`config.mk`:
```
export PLATFORM = sky130hd
export DESIGN_NAME = pat_seq_ctrl
export DESIGN_NICKNAME = d
export VERILOG_FILES = /design/src/rtl/pat_seq_ctrl.sv
export SDC_FILE = /design/constraint.sdc
export NUM_CORES = 1
export LEC_CHECK = 0
export CAP_MARGIN = 20
export CELL_PAD_IN_SITES_DETAIL_PLACEMENT = 1
export CELL_PAD_IN_SITES_GLOBAL_PLACEMENT = 2
export CORE_MARGIN = 4
export CORE_UTILIZATION = 36
export CTS_CLUSTER_SIZE = 24
export DETAILED_ROUTE_END_ITERATION = 16
export PLACE_DENSITY = 0.78
export SLEW_MARGIN = 20
export SYNTH_ARGS = -nofsm -noshare
export SYNTH_HDL_FRONTEND = slang
export SYNTH_SLANG_ARGS = --single-unit
```
`constraint.sdc`:
```
create_clock -name sclk -period 2.67 [get_ports sclk]
set_input_delay 0.6675 -clock sclk [delete_from_list [all_inputs] [get_ports sclk]]
set_output_delay 0.6675 -clock sclk [all_outputs]
set_load 0.03 [all_outputs]
```
`src/rtl/pat_seq_ctrl.sv`:
```
// rtl/pat_seq_ctrl.sv - programmable slot-table pattern sequencer with valid/ready output
//
// Purpose:
//   Holds a DEPTH-entry table of {dv_flag, data} slots. A start pulse in IDLE
//   steps through slots 0..len, repeating rpt passes (rpt=0 runs until abort),
//   and presents each slot on o_dv/o_data with a valid/ready handshake.
//   Gap slots (dv_flag=0) are shown for exactly one cycle. Data slots hold
//   until o_dv&i_ready.
//
// Ports:
//   sclk        clock
//   rst         synchronous reset, active-high
//   i_cfg_we    table write strobe, accepted in IDLE only
//   i_cfg_addr  slot to write
//   i_cfg_data  {dv_flag, data} written to the slot
//   i_len       index of the last slot, latched on accepted start
//   i_rpt       pass count (0 = endless), latched on accepted start
//   i_start     start pulse, honoured in IDLE only
//   i_abort     stop the run, honoured in RUN only
//   i_ready     downstream accepts o_data while o_dv=1
//   o_dv        data valid
//   o_data      slot data, 0 whenever o_dv=0
//   o_busy      high in RUN and DONE
//   o_done      one-cycle pulse on normal completion
//   o_err       sticky flag: table write attempted while busy

module pat_seq_ctrl #(
  parameter int DW    = 8,
  parameter int DEPTH = 8,
  parameter int AW    = 3,
  parameter int RPT_W = 8
) (
  input  logic             sclk,
  input  logic             rst,
  input  logic             i_cfg_we,
  input  logic [AW-1:0]    i_cfg_addr,
  input  logic [DW:0]      i_cfg_data,
  input  logic [AW-1:0]    i_len,
  input  logic [RPT_W-1:0] i_rpt,
  input  logic             i_start,
  input  logic             i_abort,
  input  logic             i_ready,
  output logic             o_dv,
  output logic [DW-1:0]    o_data,
  output logic             o_busy,
  output logic             o_done,
  output logic             o_err
);

  typedef enum logic [1:0] {
    S_IDLE = 2'd0,
    S_RUN  = 2'd1,
    S_DONE = 2'd2
  } state_t;

  state_t           state_q, state_d;
  logic [DW:0]      tbl_q [DEPTH];
  logic [DW:0]      tbl_d [DEPTH];
  logic [AW-1:0]    idx_q, idx_d;
  logic [RPT_W-1:0] pass_q, pass_d;
  logic [AW-1:0]    len_q, len_d;
  logic [RPT_W-1:0] rpt_q, rpt_d;
  logic             dv_q, dv_d;
  logic [DW-1:0]    data_q, data_d;
  logic             err_q, err_d;

  logic             load;
  logic [AW-1:0]    load_idx;
  logic [DW:0]      load_slot;
  logic [RPT_W-1:0] pass_inc;
  logic             consume;

  always_comb begin
    state_d   = state_q;
    tbl_d     = tbl_q;
    idx_d     = idx_q;
    pass_d    = pass_q;
    len_d     = len_q;
    rpt_d     = rpt_q;
    dv_d      = dv_q;
    data_d    = data_q;
    err_d     = err_q;
    load      = 1'b0;
    load_idx  = '0;
    load_slot = '0;
    pass_inc  = pass_q + 1'b1;
    // A gap slot is shown for one cycle whatever i_ready does.
    consume   = !dv_q || i_ready;

    if (i_cfg_we && (state_q != S_IDLE)) begin
      err_d = 1'b1;
    end

    case (state_q)
      S_IDLE: begin
        if (i_cfg_we) begin
          tbl_d[i_cfg_addr] = i_cfg_data;
        end
        if (i_start) begin
          state_d  = S_RUN;
          len_d    = i_len;
          rpt_d    = i_rpt;
          idx_d    = '0;
          pass_d   = '0;
          load     = 1'b1;
          load_idx = '0;
        end
      end
      S_RUN: begin
        // Abort wins over advancing; a transfer in this cycle still counts.
        if (i_abort) begin
          state_d = S_IDLE;
          dv_d    = 1'b0;
          data_d  = '0;
        end else if (consume) begin
          if (idx_q == len_q) begin
            idx_d  = '0;
            pass_d = pass_inc;
            if ((rpt_q != '0) && (pass_inc == rpt_q)) begin
              state_d = S_DONE;
              dv_d    = 1'b0;
              data_d  = '0;
            end else begin
              load     = 1'b1;
              load_idx = '0;
            end
          end else begin
            idx_d    = idx_q + 1'b1;
            load     = 1'b1;
            load_idx = idx_q + 1'b1;
          end
        end
      end
      S_DONE: begin
        state_d = S_IDLE;
      end
      default: begin
        state_d = S_IDLE;
      end
    endcase

    // Next slot goes straight into the output regs on the consuming edge,
    // so back-to-back data slots stream without bubbles.
    if (load) begin
      load_slot = tbl_q[load_idx];
      dv_d      = load_slot[DW];
      data_d    = load_slot[DW] ? load_slot[DW-1:0] : '0;
    end
  end

  always_ff @(posedge sclk) begin
    if (rst) begin
      state_q <= S_IDLE;
      for (int i = 0; i < DEPTH; i++) begin
        tbl_q[i] <= '0;
      end
      idx_q  <= '0;
      pass_q <= '0;
      len_q  <= '0;
      rpt_q  <= '0;
      dv_q   <= 1'b0;
      data_q <= '0;
      err_q  <= 1'b0;
    end else begin
      state_q <= state_d;
      for (int i = 0; i < DEPTH; i++) begin
        tbl_q[i] <= tbl_d[i];
      end
      idx_q  <= idx_d;
      pass_q <= pass_d;
      len_q  <= len_d;
      rpt_q  <= rpt_d;
      dv_q   <= dv_d;
      data_q <= data_d;
      err_q  <= err_d;
    end
  end

  assign o_dv   = dv_q;
  assign o_data = data_q;
  assign o_busy = (state_q != S_IDLE);
  assign o_done = (state_q == S_DONE);
  assign o_err  = err_q;

endmodule

```
Word level (Yosys, flattened, before mapping):

Cells that the tools add are included.

* register bits: 106
* latch bits: 0
* bits in writable memories: 0
* bits in read-only memories: 0
* input bits: 29
* output and inout port bits: 12
* logic and storage cells: 97
* memories: 0

* $add $sub $neg: 2
* multiply operators: 0
* div/mod/pow operators: 0
* magnitude comparators: 3
* equal/unequal tests: 11
* shifts and indexed selects: 0
* muxes and demuxes: 44
* bitwise logic cells: 2
* reduce and logical (&&, ||, !) cells: 19

Operators with widths (number)
* $mux W8: 11
* $bwmux W72: 1
* $bmux W9 S3: 1
* $demux W9 S3: 1
* $mux W9: 3
* $mux W3: 7
* $pmux W8 S2: 1
* $reduce_and A4 Y1: 3
* $mux W1: 11
* $mux W2: 5
* $ne A3 B3 Y1 const B: 3
* $reduce_bool A3 Y1: 3
* $add A8 B1 Y8 const B: 1
* $eq A8 B8 Y1: 1
* $ge A4 B4 Y1 const B: 2
* $ne A2 B2 Y1 const B: 4
* $not A3 Y4: 2
* $reduce_bool A8 Y1: 1
* $pmux W3 S2: 1
* $reduce_bool A2 Y1: 3
* $reduce_and A5 Y1: 1
* $lt A4 B1 Y1 const B: 1
* $pmux W2 S2: 1
* $reduce_and A2 Y1: 2
* other kinds (9): 11

Logic depth before layout (Yosys ltp):

Gate-level depths: netlist of run 1.

* word-level depth: 11
* mapped depth: 10
* gate-level depth less buffers: 8

Worst setup path after synthesis of run 1:

No wires, ideal clock.

* kind: input port to flip-flop
* from: in i_abort
* to: reg data_q[0] (netlist: o_data[0])
* setup time: 0.127 ns
* arrival time: 2.318 ns
* data required time: 2.543 ns
* path slack: 0.226 ns
* cell stages on the path: 8
* path buffers: 2
* cells stage by stage: or3_1 buf_6 or3_1 buf_6 a221oi_4 o31ai_4 o211ai_4 o21ai_2

* word-level cells in the longest chain between the ends: 8
* elaborated cells between the ends (all ways): 17
* classes of those cells: 11 x mux; 1 x bitwise; 5 x reduce/logical

Ends and longest elaborated chain
* start: declaration: RTL line 41 `input logic i_abort,`
* $mux W3: RTL line 111 `if (i_abort) begin`
* $mux W3
* $not A3 Y4 (implied by the code): RTL line 145 `load_slot = tbl_q[load_idx];`
* $bmux W9 S3: RTL line 145
* $mux W9 (implied by the code) (2 in series): RTL line 145
* $mux W8: RTL line 147 `data_d = load_slot[DW] ? load_slot[DW-1:0] : '0;`
* $mux W8: RTL line 144 `if (load) begin`
* end signal: assignment: RTL line 174 `data_q <= data_d;`
* end: declaration: RTL line 64 `logic [DW-1:0] data_q, data_d;`

Several ways; a longest one is shown, not always the timed one. The select of a mux whose other input is x is not followed.
A chain may end at the register's enable or synchronous reset.

Worst setup path in the final report of run 1:

* from: in i_ready
* to: reg data_q[1] (netlist: o_data[1])

* word-level cells in the longest chain between the ends: 10
* elaborated cells between the ends (all ways): 18
* classes of those cells: 11 x mux; 1 x bitwise; 6 x reduce/logical

Ends and longest elaborated chain
* start: declaration: RTL line 42 `input logic i_ready,`
* $logic_or A1 B1 Y1 *: RTL line 88 `consume = !dv_q || i_ready;`
* $mux W3: RTL line 115 `end else if (consume) begin`
* $mux W3: RTL line 111
* $mux W3
* $not A3 Y4 (implied by the code): RTL line 145
* $bmux W9 S3: RTL line 145
* $mux W9 (implied by the code) (2 in series): RTL line 145
* $mux W8: RTL line 147
* $mux W8: RTL line 144

Mark *: on every way between the ends. The rest lies on a longest branch, timed or not. The select of a mux whose other input is x is not followed.

==> results of run 1 <==
worst max-delay path, delay by kind of cell:
kind	cells	cell delay (ns)
AOI/OAI and AO/OA	2	0.42
buffers and inverters	4	0.97
and+or+nand+nor	3	0.82
per-layer routing:
metal  up-vias  wire (µm)  part of all wire (%)  global-route usage, %
li1       2071          -                     -                      -
met1      2006       6210                    43                   21.4
met2        63       7510                    52                   34.1
met3        24        425                   2.9                   4.66
met4         0        360                   2.5                   6.25
met5         -          0                     0                      0
repair_timing:
item / 4_1_cts / 5_1_grt
gates resized for setup: 3 / 4
endpoints found under the setup margin: 1 / 8
gates cloned: 0 / 0
buffers inserted: 0 / 0
hold buffers: 0 / 0
endpoints found under the hold margin: 0 / 0
pin swaps: 0 / 2
where the power goes:
group	switching, µW	total [µW]	leakage (µW)	internal, µW
Combinational	195	352	0.00159	157
Sequential	29.6	1640	0.000858	1610
Clock	617	1310	0.000140	695
Total	842	3310	0.00259	2470
metrics by stage:
| step | util, % | hold slack [ns] |
|---|---|---|
| 2_1_floorplan | - | 0.448 |
| 3_3_place_gp | 43.2 | 0.456 |
| 3_5_place_dp | 43.2 | 0.459 |
| 4_1_cts | 45.5 | 0.473 |
| 5_1_grt | 45.6 | 0.501 |
| 6_report | 45.6 | 0.472 |
flip-flops by register name (all words and copies together), names as in the netlist:
| register | count |
|---|---|
| state_q | 2 |
| o_data | 8 |
| rpt_q | 8 |
| o_err | 1 |
| pass_q | 8 |
| len_q | 3 |
| tbl_q | 72 |
| o_dv | 1 |
| idx_q | 3 |
area by class of cell:
cell class                 instances  area [µm²]  area share, %
multi-input combinational        411        2710           44.2
clock buffer                      11         253           4.12
timing repair buffer              82         761           12.4
clock inverter                     5        43.8          0.714
tap                              176         220           3.59
inverter                           6        22.5          0.367
sequential                       106        2120           34.6
how the worst max path moves through the flow:
stage	startpoint	endpoint	slack, ns
global route	i_ready	o_data[2]$_SDFFE_PP0P_	0.02
CTS	i_ready	o_data[7]$_SDFFE_PP0P_	0.05
floorplan	i_abort	o_data[0]$_SDFFE_PP0P_	0.23
finish	i_ready	o_data[1]$_SDFFE_PP0P_	0.07
global placement	i_ready	o_data[0]$_SDFFE_PP0P_	-0.29
detailed placement	i_ready	o_data[7]$_SDFFE_PP0P_	-0.48
cells by family after synthesis:
logic type                 after synthesis
AOI/OAI and AO/OA                       98
and+or+nand+nor                        218
muxes                                   78
DFF                                    106
buffers and inverters                   53
xor gates and xnor gates                15
adders and majority gates                2
cells in the mapped netlist (all sizes together), types with 3 or more instances:
library cell / instances / area, µm²
o22a: 3 / 26.3
mux2i: 78 / 781
a221oi: 5 / 61.3
a21oi: 30 / 150
xor2: 7 / 61.3
a311oi: 5 / 43.8
nor3: 8 / 62.6
buf: 7 / 60.1
o311a: 3 / 30.0
nand3: 9 / 45.0
a211oi: 12 / 95.1
o21ai: 19 / 125
and3: 5 / 31.3
clkbuf: 40 / 151
nor2: 96 / 360
o22ai: 7 / 43.8
and2: 3 / 18.8
or3: 6 / 37.5
or3b: 4 / 35.0
nand2b: 5 / 38.8
nor4: 3 / 18.8
a2111oi: 3 / 38.8
o31a: 5 / 43.8
inv: 5 / 18.8
nor2b: 9 / 56.3
dfxtp: 106 / 2120
nand2: 60 / 225
xnor2: 8 / 70.1
==> results.cfg, run 1 <==
[synth]
synth-edff-count = 0
ys_types = 52
synth_compound_area_share_pct = 14.5
syn-num-nets = 601
synthAdderAreaFrac_pct = 0.497
async_flop_share_pct = 0
ys_ff_latch = 106
avgSynthCellArea_um2 = 8.83
synthMuxAreaShare_pct = 15.5
synthesis.area_um2 = 5030
syn_inst = 570
synth-simple-area-share_pct = 20.0
synthFlopType = dfxtp_1
yosysSeqAreaShare_pct = 42.2
synth_top_family_by_area = simple AND/OR/NAND/NOR gates
synth-xor-area-share_pct = 2.61
ys_warn_count = 0

[sta]
min_period_over_period_pct = 97.3
layout_min_cycle_time_ns = 2.60
hold_violations = 0
grt_setup_unrepaired = false
max_slew.worst_pin.slew_ns = 0.608
setup_viol = 0
finalClockSkew_ns = 0.00815
tns_ns = 0
layout_setup_ws_ns = 0.0708
maxSlewViolCount = 0
max_freq_mhz = 385
relSlewSlack_pct = 59.4

[grt]
antenna_found_initial = 0
grt_max_degree = 99
grt.total_usage_pct = 18.8
grt_pass1_vias = 4522
overflow = 0
grt_pass1_wl_um = 23800

[place]
pre_cts_ws_ns = -0.479
place_inst = 781
dp_hpwl_um = 10700
placed_area_um2 = 5810
port_buffers = 40
gp_congestion = 0.814

[detailed_routing]
final_antenna_net_count = 0
drc = 0
dr_total_vias = 4164
drt-pass1-iter-count = 4
first_iter_violations = 249
drt_wl_total_um = 14500
avgViaCountPerCell = 5.22
wl_per_cell_um = 18.2

[run]
drv_cap = 0

[clock_network]
htreeDepth = 3
cts_tree = done
clkTransAtPathRegs_ns = 0.07
cts_root_buffer = clkbuf_16
clk_path_buf_depth = 2
clock_sinks = 106
clock_latency_ns = 0.36
numCtsBuffers = 9

[die]
dieHeight_um = 126
die_x_um = 126
core_um2 = 13500
dieArea_um2 = 15900
start_util_pct = 37.4
io_pins = 41
rows = 42

[power_and_ir_drop]
power-per-cell-area_nw_per_um2 = 539
irDropWorstVdd_mv = 0.320
leakage_uw = 0.00259
power_uw = 3310

[setup_path]
critical_path.max_stage_delay_ns = 0.49
rr_endpoint = o_data[4]$_SDFFE_PP0P_
worstPathCellList = clkdlybuf4s50_1 > nor2b_1 > or3_4 > buf_4 > or3_4 > buf_4 > buf_4 > o31a_1 > o21ai_2
required_ns = 2.96
slowest_stage = clkdlybuf4s50_1
timing.rr.start = idx_q[2]$_SDFFE_PP0P_
startpoint_type = input port
reg2reg_slack_ns = 0.25
end_kind = flop
path_common_cell = buf_4
r2r_cells = 8
critPathMaxFanout = 5
critPathKind = in2reg
critPathArrivalTime_ns = 2.89

[layout]
drive_gt1_share_pct = 14.3
layout_commonest_cell = dfxtp_1
layout_common_cells = dfxtp_1 (106), nor2_1 (96), mux2i_1 (78), nand2_1 (60), clkdlybuf4s50_1 (39)
area_delta_synth_final_pct = 21.9
layout.cells.non_filler = 797
fin_area_um2 = 6130
fill_cells = 1604
layout.nets = 647
antennaDiodeCount = 0

[outcome]
status = finished clean

[hold_path]
min_delay_path_depth = 2
hold_path.class = reg2reg
worstHoldEndpoint = o_data[1]$_SDFFE_PP0P_
hold_start = o_data[1]$_SDFFE_PP0P_
Power figures use the tool's default switching activity.
==> run 2: changes to the inputs <==
- ABC_AREA: default -> 1
- CELL_PAD_IN_SITES_DETAIL_PLACEMENT: 1 -> 0
- CELL_PAD_IN_SITES_GLOBAL_PLACEMENT: 2 -> 1
- CORE_UTILIZATION: 36 -> 40
- PLACE_DENSITY: 0.78 -> 0.76
==> run 2 against run 1 <==
Non-clock buffer count shrank 25. Combinational power is 34% higher. Critical path depth grew 3. Register-to-register slack is essentially flat. Die area decreased by 10%. Sequential share of layout area rose by 1.5 points. Clock skew is essentially flat. Largest cell class unchanged. Largest power group unchanged.
==> results.cfg, run 2 <==
[power_and_ir_drop]
leakage_uw = 0.00245
power-per-cell-area_nw_per_um2 = 586
irDropWorstVdd_mv = 0.321

[setup_path]
slowest_stage = dfxtp_1
r2r_cells = 12
startpoint_type = flop
critPathArrivalTime_ns = 2.67
critical_path.max_stage_delay_ns = 0.47
required_ns = 2.90
critPathBufInv = 0
crit_family = simple AND/OR/NAND/NOR gates
critPathMaxFanout = 9
worstPathCellList = ha_1 > nand2_1 > nor2_2 > nand3_1 > nand3_1 > nand2_1 > nor2_1 > nand3_1 > nand2_1 > nand2_1 > nand3_1 > a21oi_1
crit_cells = 12
end_kind = flop
critPathKind = reg2reg

[detailed_routing]
wl_met3_um = 583
met1Wirelength_um = 6740
wl_per_cell_um = 15.7
first_iter_violations = 432
wl_met2_um = 7290
final_antenna_net_count = 0
drt-pass1-iter-count = 4
dr_total_vias = 4934
drc = 0
dr.max_layer_used = met4
avgViaCountPerCell = 5.20
drt_wl_total_um = 14900

[outcome]
status = finished clean

[synth]
synthFlopType = dfxtp_1
ys_ff_latch = 106
synthTopCellsByArea = dfxtp_1 (43%), nand2_1 (10%), nor2_1 (8.7%)
syn-num-nets = 773
yosysSeqAreaShare_pct = 42.5
avgSynthCellArea_um2 = 6.72
syn_inst = 742
ys_types = 27
synth-edff-count = 0
synthesis.area_um2 = 4990
synth_area_leader_cell = dfxtp_1
ys_warn_count = 0
synth_top_area_share_pct = 42.5
async_flop_share_pct = 0
synth_commonest_cells = nand2_1 (134), nor2_1 (116), dfxtp_1 (106), o21ai_0 (85), nand3_1 (80)
synth_most_common_cell = nand2_1

[grt]
grt_pass1_vias = 4823
grt_pass1_wl_um = 24500
grt_max_degree = 55
overflow = 0
antenna_found_initial = 0
grt.total_usage_pct = 21.4

[sta]
maxSlewViolCount = 0
finalClockSkew_ns = 0.00778
grt_setup_unrepaired = false
relSlewSlack_pct = 55.6
tns_ns = 0
layout_min_cycle_time_ns = 2.43
layout_setup_ws_ns = 0.237
hold_violations = 0
setup_viol = 0
whs_ns = 0.452
max_freq_mhz = 411
min_period_over_period_pct = 91.1
max_slew.worst_pin.slew_ns = 0.665

[die]
dieHeight_um = 120
dieArea_um2 = 14300
io_pins = 41
die_x_um = 120
start_util_pct = 41.2
core_um2 = 12100
rows = 40

[place]
dp_hpwl_um = 10400
port_buffers = 40
gp_congestion = 0.836
placed_area_um2 = 5610
pre_cts_ws_ns = -0.0430

[layout]
drive_gt1_share_pct = 5.51
layout_common_cells = nand2_1 (134), nor2_1 (115), dfxtp_1 (106), o21ai_0 (85), nand3_1 (80)
layout.nets = 809
fin_util_pct = 48.6
area_delta_synth_final_pct = 18.0
layout_commonest_cell = nand2_1
antennaDiodeCount = 0
largest_reg_flops = 72
regMostFlops = tbl_q
fin_area_um2 = 5880

[clock_network]
clk_path_buf_depth = 2
clock_sinks = 106
cts_post_setup_buffers_inserted = 0
htreeDepth = 3
cts_root_buffer = clkbuf_16
cts_tree = done
numCtsBuffers = 9
clkTransAtPathRegs_ns = 0.07
clock_latency_ns = 0.35

[hold_path]
min_delay_path_depth = 2
hold_path.class = reg2reg

[run]
drv_cap = 0
[run 2: cell count changes after synthesis, sizes merged, moves of 29 or more]
cell	change
a21oi	+29
nand3	+73
mux2i	-78
inv	+68
o21ai	+67
nand2	+75
[run 2: cell type report]
| cell class | instances | area [µm²] |
|---|---|---|
| Clock buffer | 11 | 233 |
| Timing Repair Buffer | 57 | 541 |
| Fill cell | 1276 | 6230 |
| Tap cell | 168 | 210 |
| Multi-Input combinational cell | 526 | 2440 |
| Clock inverter | 3 | 42.5 |
| Inverter | 78 | 293 |
| Sequential cell | 106 | 2120 |
[run 2: what timing repair did]
action                                  CTS  global route
hold buffers                              0             0
gates resized for setup                   0             1
endpoints found under the setup margin    0             9
[run 2: final timing paths]
path,start,endpoint,slack (ns)
worst max-delay path,pass_q[0]$_SDFFE_PP0P_,o_data[2]$_SDFFE_PP0P_,0.24
worst min-delay path,tbl_q[63]$_SDFFE_PP0P_,tbl_q[63]$_SDFFE_PP0P_,0.45
worst max register to register,pass_q[0]$_SDFFE_PP0P_,o_data[2]$_SDFFE_PP0P_,0.24
worst min register to register,tbl_q[63]$_SDFFE_PP0P_,tbl_q[63]$_SDFFE_PP0P_,0.45
[run 2: logic make-up after synthesis]
kind of cell	count (synthesis)	synth area share (%)
AO/OA/AOI/OAI	156	16.2
XOR/XNOR	4	0.703
adder cells (fa/ha/maj)	2	0.502
buffers and inverters	110	8.50
flip-flops	106	42.5
AND/OR/NAND/NOR	364	31.6
[run 2: through the flow]
stage          total power [µW]  instances
2_1_floorplan              2010        742
3_3_place_gp               2180        935
3_5_place_dp               2190        935
4_1_cts                    3480        949
5_1_grt                    3600        949
6_report                   3450        949
[run 2: metal layers]
layer	track usage (%)	vias to the layer above
met2	37.1	102
met1	26.6	2309
met5	0	-
li1	-	2507
met4	6.51	0
met3	4.67	16
[run 2: worst reg2reg max path: stages, from the launching register on]
cell and delay (ns):
dfxtp_1 0.47, ha_1 0.23, nand2_1 0.14, nor2_2 0.19, nand3_1 0.12, nand3_1 0.10, nand2_1 0.06, nor2_1 0.17
nand3_1 0.19, nand2_1 0.13, nand2_1 0.25, nand3_1 0.19, a21oi_1 0.08
[run 2: power by group]
group          switching, µW  internal (µW)
Sequential              43.0           1640
Combinational            303            167
Clock                    578            717
